## src/rtl/calendar_pkg.sv

```systemverilog
// ---------------------------------------------------------------------------
// calendar_pkg
// Shared definitions for the calendar datapath (day counter and the
// month/day decoder that consumes its BCD digits).
//   BCD_W           width of one BCD digit
//   DAY_MAX_COMMON  last day of February in a common year (day-of-year 59)
//   DAY_MAX_LEAP    last day of February in a leap year (day-of-year 60)
//   DAY_MIN         first day of the year
//   debounce_state_t  states of the push-button debouncer
//   bcdToBin        converts a two-digit BCD value to binary
// ---------------------------------------------------------------------------
package calendar_pkg;

    localparam int BCD_W          = 4;
    localparam int DAY_MAX_COMMON = 59;
    localparam int DAY_MAX_LEAP   = 60;
    localparam int DAY_MIN        = 1;

    typedef enum logic [1:0] {
        IDLE,
        PRESS_WAIT,
        HELD,
        RELEASE_WAIT
    } debounce_state_t;

    // Two-digit BCD to binary; the day range never exceeds 69, so 7 bits suffice.
    function automatic logic [6:0] bcdToBin(input logic [BCD_W-1:0] tens,
                                            input logic [BCD_W-1:0] units);
        return ({3'b000, tens} * 7'd10) + {3'b000, units};
    endfunction

endpackage

```

## src/rtl/day_counter_key_debounce.sv

```systemverilog
// ---------------------------------------------------------------------------
// key_debounce
// Two-flop synchronizer followed by a four-state debounce FSM for an
// active-low push-button. Emits a single-cycle press event per accepted
// press; holding the key never repeats.
// Ports:
//   i_clock      system clock
//   i_reset      synchronous active-high reset
//   i_key_n      raw push-button, active low, asynchronous to i_clock
//   o_press_evt  one-cycle strobe when a press has been stable long enough
// ---------------------------------------------------------------------------
module key_debounce
    import calendar_pkg::*;
#(
    parameter int DEBOUNCE_CYCLES = 500_000
) (
    input  logic i_clock,
    input  logic i_reset,
    input  logic i_key_n,
    output logic o_press_evt
);

    localparam int CNT_W = $clog2(DEBOUNCE_CYCLES + 1);
    localparam logic [CNT_W-1:0] CNT_DONE = CNT_W'(DEBOUNCE_CYCLES);

    logic            r_sync1;
    logic            r_sync2;
    debounce_state_t r_state;
    debounce_state_t w_nextState;
    logic [CNT_W-1:0] r_stableCnt;
    logic            w_cntDone;

    assign w_cntDone = (r_stableCnt == CNT_DONE);

    // Synchronizer resets to the released level so no phantom press follows reset.
    always_ff @(posedge i_clock) begin
        if (i_reset) begin
            r_sync1 <= 1'b1;
            r_sync2 <= 1'b1;
        end else begin
            r_sync1 <= i_key_n;
            r_sync2 <= r_sync1;
        end
    end

    // State register plus stability counter. IDLE and HELD hold the counter
    // at zero, so both wait states always start counting from a clean zero.
    always_ff @(posedge i_clock) begin
        if (i_reset) begin
            r_state     <= IDLE;
            r_stableCnt <= '0;
        end else begin
            r_state <= w_nextState;
            case (r_state)
                PRESS_WAIT: begin
                    if (!r_sync2 && !w_cntDone) begin
                        r_stableCnt <= r_stableCnt + 1'b1;
                    end
                end
                RELEASE_WAIT: begin
                    if (r_sync2 && !w_cntDone) begin
                        r_stableCnt <= r_stableCnt + 1'b1;
                    end
                end
                default: r_stableCnt <= '0;
            endcase
        end
    end

    // Next-state logic; reaching the stability count wins over a late glitch.
    always_comb begin
        w_nextState = r_state;
        case (r_state)
            IDLE:         if (!r_sync2) w_nextState = PRESS_WAIT;
            PRESS_WAIT: begin
                if (w_cntDone)    w_nextState = HELD;
                else if (r_sync2) w_nextState = IDLE;
            end
            HELD:         if (r_sync2) w_nextState = RELEASE_WAIT;
            RELEASE_WAIT: begin
                if (w_cntDone)     w_nextState = IDLE;
                else if (!r_sync2) w_nextState = HELD;
            end
            default:      w_nextState = IDLE;
        endcase
    end

    // The press event is the single cycle spent leaving PRESS_WAIT for HELD.
    always_comb begin
        o_press_evt = (r_state == PRESS_WAIT) && w_cntDone;
    end

endmodule

```

## src/rtl/day_counter.sv

```systemverilog
// ---------------------------------------------------------------------------
// day_counter
// BCD day-of-year counter for January-February (01..59, or 01..60 with the
// leap switch). Advances on a debounced key press or on a prescaler tick.
// Optional build macro DAY_COUNTER_DOWN_EN adds a 'dir' input; dir=1 makes
// every advance count down instead of up.
// Ports:
//   clock      system clock
//   reset      synchronous active-high reset
//   key_n      raw advance push-button, active low
//   run        1 enables automatic advance every TICK_DIV cycles
//   SW9        leap-year switch, extends the range to 60
//   dir        (DAY_COUNTER_DOWN_EN only) 1 = count down
//   c10, c1    BCD tens / units of the day count
//   day_pulse  one-cycle strobe when the count changes
//   wrap       one-cycle strobe when the count wraps or is clamped
// ---------------------------------------------------------------------------
module day_counter
    import calendar_pkg::*;
#(
    parameter int TICK_DIV        = 50_000_000,
    parameter int DEBOUNCE_CYCLES = 500_000
) (
    input  logic             clock,
    input  logic             reset,
    input  logic             key_n,
    input  logic             run,
    input  logic             SW9,
`ifdef DAY_COUNTER_DOWN_EN
    input  logic             dir,
`endif
    output logic [BCD_W-1:0] c10,
    output logic [BCD_W-1:0] c1,
    output logic             day_pulse,
    output logic             wrap
);

    localparam int PRE_W = $clog2(TICK_DIV);
    localparam logic [PRE_W-1:0] PRE_LAST = PRE_W'(TICK_DIV - 1);

    localparam logic [BCD_W-1:0] LEAP_TENS    = BCD_W'(DAY_MAX_LEAP / 10);
    localparam logic [BCD_W-1:0] LEAP_UNITS   = BCD_W'(DAY_MAX_LEAP % 10);
    localparam logic [BCD_W-1:0] COMMON_TENS  = BCD_W'(DAY_MAX_COMMON / 10);
    localparam logic [BCD_W-1:0] COMMON_UNITS = BCD_W'(DAY_MAX_COMMON % 10);

    logic [PRE_W-1:0] r_presc;
    logic             w_tick;
    logic             w_pressEvt;
    logic             w_request;
    logic             w_goDown;

    logic [BCD_W-1:0] r_c10;
    logic [BCD_W-1:0] r_c1;
    logic             r_dayPulse;
    logic             r_wrap;
    logic [BCD_W-1:0] w_nextC10;
    logic [BCD_W-1:0] w_nextC1;
    logic             w_nextPulse;
    logic             w_nextWrap;

    logic [6:0]       w_countBin;
    logic [6:0]       w_maxBin;
    logic             w_atMax;
    logic             w_overMax;
    logic             w_atMin;

    key_debounce #(
        .DEBOUNCE_CYCLES(DEBOUNCE_CYCLES)
    ) u_keyDebounce (
        .i_clock    (clock),
        .i_reset    (reset),
        .i_key_n    (key_n),
        .o_press_evt(w_pressEvt)
    );

`ifdef DAY_COUNTER_DOWN_EN
    assign w_goDown = dir;
`else
    assign w_goDown = 1'b0;
`endif

    // Prescaler: free-runs only while run=1 and restarts from zero whenever
    // run drops, so the first automatic advance is always a full period away.
    always_ff @(posedge clock) begin
        if (reset || !run) begin
            r_presc <= '0;
        end else if (w_tick) begin
            r_presc <= '0;
        end else begin
            r_presc <= r_presc + 1'b1;
        end
    end

    assign w_tick    = run && (r_presc == PRE_LAST);
    assign w_request = w_pressEvt | w_tick;

    assign w_countBin = bcdToBin(r_c10, r_c1);
    assign w_maxBin   = SW9 ? 7'(DAY_MAX_LEAP) : 7'(DAY_MAX_COMMON);
    assign w_atMax    = (w_countBin == w_maxBin);
    assign w_overMax  = (w_countBin > w_maxBin);
    assign w_atMin    = (w_countBin == 7'(DAY_MIN));

    // Next count. An out-of-range value (60 left over after SW9 drops) is
    // pulled back to 01 before any request is honoured.
    always_comb begin
        w_nextC10   = r_c10;
        w_nextC1    = r_c1;
        w_nextPulse = 1'b0;
        w_nextWrap  = 1'b0;
        if (w_overMax) begin
            w_nextC10   = '0;
            w_nextC1    = BCD_W'(DAY_MIN);
            w_nextPulse = 1'b1;
            w_nextWrap  = 1'b1;
        end else if (w_request) begin
            w_nextPulse = 1'b1;
            if (w_goDown) begin
                if (w_atMin) begin
                    w_nextC10  = SW9 ? LEAP_TENS  : COMMON_TENS;
                    w_nextC1   = SW9 ? LEAP_UNITS : COMMON_UNITS;
                    w_nextWrap = 1'b1;
                end else if (r_c1 == '0) begin
                    w_nextC10 = r_c10 - 1'b1;
                    w_nextC1  = BCD_W'(9);
                end else begin
                    w_nextC1 = r_c1 - 1'b1;
                end
            end else begin
                if (w_atMax) begin
                    w_nextC10  = '0;
                    w_nextC1   = BCD_W'(DAY_MIN);
                    w_nextWrap = 1'b1;
                end else if (r_c1 == BCD_W'(9)) begin
                    w_nextC10 = r_c10 + 1'b1;
                    w_nextC1  = '0;
                end else begin
                    w_nextC1 = r_c1 + 1'b1;
                end
            end
        end
    end

    // Count and strobe registers; the downstream decoder samples them on the
    // falling edge, so everything here stays strictly registered.
    always_ff @(posedge clock) begin
        if (reset) begin
            r_c10      <= '0;
            r_c1       <= BCD_W'(DAY_MIN);
            r_dayPulse <= 1'b0;
            r_wrap     <= 1'b0;
        end else begin
            r_c10      <= w_nextC10;
            r_c1       <= w_nextC1;
            r_dayPulse <= w_nextPulse;
            r_wrap     <= w_nextWrap;
        end
    end

    assign c10       = r_c10;
    assign c1        = r_c1;
    assign day_pulse = r_dayPulse;
    assign wrap      = r_wrap;

endmodule

```

## config.mk

```make
export PLATFORM = sky130hd
export DESIGN_NAME = day_counter
export DESIGN_NICKNAME = d
export VERILOG_FILES = /design/src/rtl/calendar_pkg.sv /design/src/rtl/day_counter_key_debounce.sv /design/src/rtl/day_counter.sv
export SDC_FILE = /design/constraint.sdc
export NUM_CORES = 1
export LEC_CHECK = 0
export CORE_MARGIN = 5
export CORE_UTILIZATION = 60
export DETAILED_ROUTE_END_ITERATION = 7
export HOLD_SLACK_MARGIN = 0.03
export PLACE_DENSITY = 0.87
export SKIP_CTS_REPAIR_TIMING = 1
export SYNTH_ARGS = -nofsm -noshare
export SYNTH_HDL_FRONTEND = slang
export SYNTH_SLANG_ARGS = --single-unit
```

## constraint.sdc

```tcl
create_clock -name clock -period 4.8 [get_ports clock]
set_clock_uncertainty 0.05 [all_clocks]
set_input_delay 0.72 -clock clock [delete_from_list [all_inputs] [get_ports clock]]
set_output_delay 0.72 -clock clock [all_outputs]
set_load 0.02 [all_outputs]
```

Yosys cells after proc, flatten, opt, wreduce, memory -nomap -nowiden
Cells that the tools add are included.
Word-level totals
  register bits: 59
  word-level logic and storage cells: 65
  output and inout port bits: 10
  input port bits: 5
Cells by class
  $add $sub $neg: 5
  multiplexer cells: 20
  bitwise operators: 1
  multipliers: 1
  $lt $le $gt $ge: 1
  equal/unequal tests: 13
  reductions and logical operators: 15
Operator list (number)
  $mux 19: 2
  $pmux 19 s2: 1
  $add 26x1->26 const B: 1
  $eq 26x26->1 const B: 1
  $add 19x1->19 const B: 1
  $eq 19x19->1 const B: 1
  $mux 4: 4
  $mux 2: 6
  $add 4x1->4 const B: 2
  $pmux 2 s4: 1
  $add 7x4->7: 1
  $eq 7x6->1: 1
  $gt 7x6->1: 1
  $mul 4x3->6 const B: 1
  $ne 2x1->1 const B: 3
  $mux 1: 5
  $eq 2x2->1 const B: 2
  $eq 4x4->1 const B: 1
  $logic_and 1x1->1: 4
  $reduce_and 2->1: 2
  $reduce_and 4->1: 1
  $reduce_or 2->1: 2
  $logic_not 1->1: 3
  $mux 3: 1
  other kinds (8): 8

Longest topological paths before layout
Gate-level depths: netlist of run 1.
  word-level depth: 6
  mapped depth: 11
  gate-level depth less buffers: 10

Modules after synthesis
From an unflattened synthesis of run 1, not the netlist that was laid out.
Unflattened totals
  cells, all modules: 375
  area total of the unflattened synthesis: 3248.1 um2
Modules (own cells, without submodules)
  day_counter: sequential area each 720.7 um2, area each 2019.4 um2, instances 1, cells each 233
  key_debounce: sequential area each 460.4 um2, area each 1228.7 um2, instances 1, cells each 142

Worst setup path before layout of run 1
No wires, ideal clock.
  kind: reg-to-reg
  start point: reg r_c10[1], in the netlist c10[1]
  end point: reg r_c10[3], in the netlist c10[3]
  period minus slack after synthesis: 3.020 ns
  cell stages (with the launch flop): 11
  arrival time: 2.855 ns
  path buffers: 1
  library setup time: 0.115 ns
  data required time: 4.635 ns
  setup slack: 1.780 ns
  cell sequence: dfxtp_1 -> ha_1 -> ha_1 -> inv_1 -> fa_1 -> a21o_1 -> a211o_1 -> nor4_2 -> clkbuf_1 -> o22ai_1 -> o21a_1
Between the ends
  cells in the longest elaborated chain, start to end: 5
  elaborated cells on any way between the ends: 10
  classes of those cells: add/sub (2); mul (1); order compare (1); eq/ne (1); mux (2); reduce/logical (3)
Ends and longest elaborated chain
  start, declared: RTL line day_counter.sv:52  | logic [BCD_W-1:0] r_c10;
  start signal, assigned: RTL line day_counter.sv:152  | r_c10 <= w_nextC10;
  parallel branches: the longest is 5 deep, another holds $add 7x4->7
Several ways; the timed one is not identified. The select of a mux whose other input is x is not followed.
A chain may end at the register's enable or synchronous reset.

Worst setup path after layout of run 1
  start point: reg r_c10[0], in the netlist c10[0]
  end point: reg r_c10[3], in the netlist c10[3]
The elaborated chain is that of the path after synthesis.

==> insert_results.sql, run 1 <==
INSERT INTO impl_metrics (metric_group, metric, value, unit) VALUES
('run_status', 'outcome', 'complete, no violations', ''),
('detailed_routing', 'drt-initial-drc-count', '118', ''),
('logic_synthesis', 'post_synth_and_or_nand_nor_area_fraction', '0.295', ''),
('sta', 'upper_clock_frequency_limit', '287', 'MHz'),
('logic_synthesis', 'seq_area_frac_synth', '0.374', ''),
('sta', 'grt_setup_unrepaired', 'no', ''),
('logic_synthesis', 'synthTopCellsByArea', 'dfxtp_1 (37%), xor2_1 (6.1%), ha_1 (5.9%)', ''),
('floorplan', 'core_area', '0.00511', 'mm2'),
('power_and_ir_drop', 'worst_ir_drop_vdd', '0.199', 'mV'),
('logic_synthesis', 'cell_area_synth', '0.00316', 'mm2'),
('setup_path', 'cp_max_fo', '14', ''),
('power_and_ir_drop', 'power_leakage', '1.16', 'nW'),
('detailed_routing', 'drt_pass1_iterations', '4', ''),
('logic_synthesis', 'yosys_warnings', '0', ''),
('cells_and_area', 'syn2layout_area_growth', '11.1', '%'),
('cells_and_area', 'fillers', '405', ''),
('detailed_routing', 'drt-wirelength-per-cell', '14.3', 'um'),
('sta', 'layout_setup_ws', '1.31', 'ns'),
('logic_synthesis', 'count_of_mapped_cells_out_of_synthesis', '360', ''),
('floorplan', 'die_width', '82.5', 'um'),
('floorplan', 'io_pins', '15', ''),
('clocking', 'worst_setup_hold_path_clk_slew', '0.06', 'ns'),
('power_and_ir_drop', 'power_per_cell_area', '309', 'mW/mm2'),
('sta', 'timing.slew.headroom', '0.187', ''),
('detailed_routing', 'avgViaCountPerCell', '5.83', ''),
('cells_and_area', 'drive_gt1_frac', '0.0579', ''),
('clocking', 'tritoncts.num_buffers', '9', ''),
('logic_synthesis', 'netlist.top_cell.by_area', 'dfxtp_1', ''),
('placement', 'port_buffers', '14', ''),
('setup_path', 'setup.worst_path.class', 'reg -> reg', ''),
('clocking', 'clk_tree_root_cell', 'clkbuf_8', ''),
('logic_synthesis', 'syn_nets', '382', ''),
('floorplan', 'die_height', '82.5', 'um'),
('logic_synthesis', 'synth_seq_cells', '59', ''),
('detailed_routing', 'total_via_count_after_detailed_routing', '2623', ''),
('clocking', 'cts.htree.levels', '3', ''),
('cells_and_area', 'mostFrequentLayoutCell', 'dfxtp_1', ''),
('logic_synthesis', 'main_combinational_cell_family_by_area_after_synthesis', 'simple AND/OR/NAND/NOR gates', ''),
('hold_path', 'hold_path.class', 'reg -> reg', ''),
('cells_and_area', 'multi_input_comb_area', '0.00185', 'mm2'),
('power_and_ir_drop', 'report.power.total', '1.08', 'mW'),
('logic_synthesis', 'synth_flop_cell', 'dfxtp_1', ''),
('cells_and_area', 'most-common-layout-cells', 'dfxtp_1 (59), nor2_1 (46), nand3_1 (22), xor2_1 (22), nand2_1 (20)', ''),
('global_route', 'grt_remaining_overflow', '0', ''),
('logic_synthesis', 'distinct_cell_type_count_after_synthesis', '53', ''),
('floorplan', 'rows', '26', ''),
('clocking', 'clk_latency', '0.34', 'ns'),
('setup_path', 'required', '4.98', 'ns'),
('clocking', 'ctsLongestPathBuffers', '2', ''),
('cells_and_area', 'postLayoutCellArea', '0.00351', 'mm2'),
('sta', 'timing.final.setup_violations', '0', ''),
('sta', 'fin_setup_tns', '0', 'ns'),
('setup_path', 'endpoint_kind', 'flop', ''),
('sta', 'finalHoldViolations', '0', ''),
('detailed_routing', 'totalWireLength', '6.43', 'mm'),
('cells_and_area', 'antenna-diode-count', '0', ''),
('logic_synthesis', 'synth_compound_area_frac', '0.101', ''),
('placement', 'dp_slack', '1.38', 'ns'),
('logic_synthesis', 'synth.top_cell.area_share', '0.374', ''),
('sta', 'final_slew_violations', '0', ''),
('placement', 'hpwlAfterDp', '4.46', 'mm'),
('global_route', 'wire_length_of_the_first_global_routing_pass', '10.8', 'mm'),
('global_route', 'grt_max_degree', '27', ''),
('cells_and_area', 'final_core_util', '0.687', ''),
('setup_path', 'worst_ep_arrival_time', '3.67', 'ns'),
('logic_synthesis', 'muxShareOfSynthArea', '0.00317', ''),
('cells_and_area', 'num-nets-final', '397', ''),
('global_route', 'antenna_found_initial', '0', ''),
('sta', 'clock_period_minus_worst_slack', '3.49', 'ns'),
('sta', 'final.period_utilization', '0.727', ''),
('placement', 'placed_cell_area', '0.00333', 'mm2');
==> flip-flops by register name, summed over array words and instances (netlist names) <==
| signal | cells |
|---|---|
| u_keyDebounce.r_stableCnt | 19 |
| r_presc | 26 |
| day_pulse | 1 |
| u_keyDebounce.r_sync1 | 1 |
| c10 | 4 |
| u_keyDebounce.r_state | 2 |
| u_keyDebounce.r_sync2 | 1 |
| c1 | 4 |
| wrap | 1 |
==> final cells by class <==
class,instances,area share
Tap cell,70,0.0250
Inverter,19,0.0203
Multi-Input combinational cell,271,0.527
Clock buffer,14,0.0464
Clock inverter,2,0.00285
Sequential cell,59,0.337
Timing Repair Buffer,15,0.0421
==> worst max-delay path: stages (launching register included) <==
cell	delay (ns)
dfxtp_1	0.49
ha_1	0.22
inv_1	0.06
fa_1	0.49
inv_1	0.05
ha_1	0.30
nand3_1	0.08
a211o_1	0.30
nor4_2	0.91
o22ai_1	0.20
o21a_1	0.22
==> per-layer routing <==
metal  wire length [um]  share of wire  global-route usage  vias to the layer above
met2               3130           0.49               0.341                       59
met1               2810           0.44               0.241                     1231
met5                  0              0                   0                        -
met4                157          0.024              0.0997                        0
met3                331          0.051              0.0683                       14
li1                   -              -                   -                     1319
==> where the power goes <==
part | switching (mW) | internal, mW
clock | 0.184 | 0.214
combinational | 0.0893 | 0.0744
sequential | 0.0198 | 0.502
total | 0.293 | 0.791
==> synth_stat cells (5+ instances only) <==
library cell,number
clkbuf_1,8
xor2_1,22
nor3_1,7
xnor2_1,19
nand3_1,22
a21oi_1,10
nor4_1,9
and3_1,5
o22ai_1,5
dfxtp_1,59
o21ai_0,8
or3_1,5
nor2_1,46
and4_1,6
and2_1,6
nand2_1,20
o21a_1,7
nand4_1,14
inv_1,19
ha_1,15
==> logic make-up (layout without fill, tap and decap cells) <==
kind of cell / count (synthesis) / in the layout
adders and majority gates: 17 / 17
AOI/OAI and AO/OA: 47 / 47
DFF: 59 / 59
and+or+nand+nor: 165 / 165
xor gates and xnor gates: 41 / 41
buffers and inverters: 30 / 50
muxes: 1 / 1
==> worst paths after layout <==
path         depth (start not counted)             startpoint  slack (ns)                     to
max                                 10                 c10[0]        1.31                 c10[3]
min                                  1  u_keyDebounce.r_sync1        0.36  u_keyDebounce.r_sync2
max reg2reg                         10                 c10[0]        1.31                 c10[3]
min reg2reg                          1  u_keyDebounce.r_sync1        0.36  u_keyDebounce.r_sync2
No activity file was read; power rests on OpenSTA's default activity.
==> run 2, diff against run 1 <==
Clock period 4.8 ns to 3.4 ns, I/O delays scaled along.
==> run 2 against run 1 <==
- combinational power up 46%
- clock power up 62%
- cell area up 1.1%
- wire length up 2.1%
- utilization up 0.73 points
- via count up 2.4%
- total power up 49%
- largest power group unchanged
- global-route usage up 1.4 points
- critical path depth unchanged
- cell count up 0.22%
- hold slack about the same
==> insert_results.sql, run 2 (synthesis results as in run 1) <==
INSERT INTO impl_metrics (metric_group, metric, value, unit) VALUES
('clocking', 'clk_tree_root_cell', 'clkbuf_8', ''),
('setup_path', 'cp_max_fo', '8', ''),
('placement', 'dp_slack', '0.258', 'ns'),
('clocking', 'clk_latency', '0.34', 'ns'),
('floorplan', 'io_pins', '15', ''),
('setup_path', 'timing.critical_path.cells', 'ha_1, inv_1, fa_1, inv_1, ha_1, nand3_1, a211o_1, or4_1, a31oi_2, o21ai_0', ''),
('clocking', 'tritoncts.num_buffers', '9', ''),
('detailed_routing', 'detail-route-antenna-nets', '0', ''),
('floorplan', 'rows', '26', ''),
('setup_path', 'crit_path_slowest_cell', 'dfxtp_1', ''),
('sta', 'final_slew_violations', '0', ''),
('sta', 'worst_slew_pin_slew', '1.17', 'ns'),
('sta', 'layout_setup_ws', '0.215', 'ns'),
('cells_and_area', 'most-common-layout-cells', 'dfxtp_1 (59), nor2_1 (46), nand3_1 (22), xor2_1 (22), nand2_1 (20)', ''),
('cells_and_area', 'final_core_util', '0.694', ''),
('placement', 'placed_cell_area', '0.00334', 'mm2'),
('sta', 'finalHoldViolations', '0', ''),
('power_and_ir_drop', 'power_leakage', '1.17', 'nW'),
('detailed_routing', 'total_via_count_after_detailed_routing', '2686', ''),
('detailed_routing', 'drt-initial-drc-count', '143', ''),
('detailed_routing', 'drt-wirelength-per-cell', '14.6', 'um'),
('floorplan', 'die_area', '0.00681', 'mm2'),
('cells_and_area', 'mostFrequentLayoutCell', 'dfxtp_1', ''),
('sta', 'timing.slew.headroom', '0.219', ''),
('setup_path', 'worst_ep_arrival_time', '3.33', 'ns'),
('cells_and_area', 'layout_top_registers', 'r_presc x26, u_keyDebounce.r_stableCnt x19', ''),
('global_route', 'grt_remaining_overflow', '0', ''),
('global_route', 'gr-usage-all-layers', '0.221', ''),
('job', 'timing.max_cap.violations', '0', ''),
('setup_path', 'endpoint_kind', 'flop', ''),
('sta', 'final.period_utilization', '0.937', ''),
('floorplan', 'die_height', '82.5', 'um'),
('detailed_routing', 'totalWireLength', '6.57', 'mm'),
('floorplan', 'core_area', '0.00511', 'mm2'),
('placement', 'port_buffers', '14', ''),
('sta', 'upper_clock_frequency_limit', '314', 'MHz'),
('placement', 'routability_congestion_estimate', '0.838', ''),
('detailed_routing', 'drt_drc_violations_left', '0', ''),
('detailed_routing', 'avgViaCountPerCell', '5.96', ''),
('power_and_ir_drop', 'power_per_cell_area', '457', 'mW/mm2'),
('cells_and_area', 'num-nets-final', '398', ''),
('cells_and_area', 'postLayoutCellArea', '0.00354', 'mm2'),
('sta', 'grt_setup_unrepaired', 'no', ''),
('setup_path', 'critical-path-max-stage-delay', '0.49', 'ns'),
('detailed_routing', 'drt_pass1_iterations', '5', ''),
('power_and_ir_drop', 'worst_ir_drop_vdd', '0.379', 'mV'),
('sta', 'fin_setup_tns', '0', 'ns'),
('clocking', 'cts.htree.levels', '3', ''),
('clocking', 'ctsLongestPathBuffers', '2', ''),
('sta', 'clock_period_minus_worst_slack', '3.19', 'ns'),
('cells_and_area', 'fillers', '407', ''),
('setup_path', 'required', '3.55', 'ns'),
('clocking', 'worst_setup_hold_path_clk_slew', '0.07', 'ns'),
('cells_and_area', 'syn2layout_area_growth', '12.3', '%'),
('global_route', 'grt_pass1_vias', '2625', ''),
('setup_path', 'setup.worst_path.class', 'reg -> reg', ''),
('global_route', 'antenna_found_initial', '0', ''),
('clocking', 'cts.sink_count', '59', ''),
('cells_and_area', 'drive_gt1_frac', '0.0682', ''),
('cells_and_area', 'antenna-diode-count', '0', ''),
('hold_path', 'hold_path.class', 'reg -> reg', ''),
('run_status', 'outcome', 'complete, no violations', ''),
('sta', 'timing.final.setup_violations', '0', ''),
('sta', 'hold-worst-slack', '0.362', 'ns'),
('setup_path', 'worstSetupStartpointType', 'flop', ''),
('cells_and_area', 'largest_register', 'r_presc', ''),
('floorplan', 'initial_utilization', '0.618', ''),
('global_route', 'grt_max_degree', '27', ''),
('global_route', 'wire_length_of_the_first_global_routing_pass', '11.6', 'mm'),
('placement', 'hpwlAfterDp', '4.57', 'mm'),
('clocking', 'cts_tree', 'yes', ''),
('cells_and_area', 'largest_reg_flops', '26', ''),
('floorplan', 'die_width', '82.5', 'um');
## run 2: changes by cell type in the layout (fill, tap and decap cells not counted), sizes merged
cell and delta:
clkbuf -5, clkinvlp +3, buf +1, bufinv +1, clkinv +1
## run 2: routing by layer
layer | track usage | vias to the layer above | part of all wire
li1 | - | 1313 | -
met1 | 0.266 | 1267 | 0.45
met2 | 0.372 | 91 | 0.48
met3 | 0.0575 | 15 | 0.055
met5 | 0 | - | 0
met4 | 0.0899 | 0 | 0.019
## run 2: area by class of cell
cell class                      instances  area, um2  area share
Clock buffer                            9        124      0.0349
Clock inverter                          7       78.8      0.0222
Inverter                               19       71.3      0.0201
Multi-Input combinational cell        271       1850       0.521
Sequential cell                        59       1180       0.333
Tap cell                               70       87.6      0.0247
Timing Repair Buffer                   16        155      0.0438
## run 2: path summary, 6_finish.rpt
| kind | startpoint | end | slack (ns) | depth (start not counted) |
|---|---|---|---|---|
| worst max-delay path | c10[0] | c1[0] | 0.21 | 10 |
| worst min-delay path | u_keyDebounce.r_sync1 | u_keyDebounce.r_sync2 | 0.36 | 1 |
| worst max register to register | c10[0] | c1[0] | 0.21 | 10 |
| worst min register to register | u_keyDebounce.r_sync1 | u_keyDebounce.r_sync2 | 0.36 | 1 |
## run 2: critical path: cells and delay by family (launching register included)
kind	cells	cell delay, ns
adders and majority gates	3	1.00
AOI/OAI and AO/OA	3	0.85
and+or+nand+nor	2	0.56
DFF	1	0.49
buffers and inverters	2	0.10
## run 2: metrics by stage
step / cells / power [mW]
after floorplan: 360 / 0.909
after global placement: 435 / 0.971
after detailed placement: 435 / 0.985
after CTS: 451 / 1.63
after global routing: 451 / 1.69
final: 451 / 1.62
## run 2: power breakdown
part | total (mW) | switching [mW] | internal, mW
Clock | 0.644 | 0.303 | 0.341
Combinational | 0.239 | 0.134 | 0.106
Sequential | 0.736 | 0.0277 | 0.708
Total | 1.62 | 0.465 | 1.16
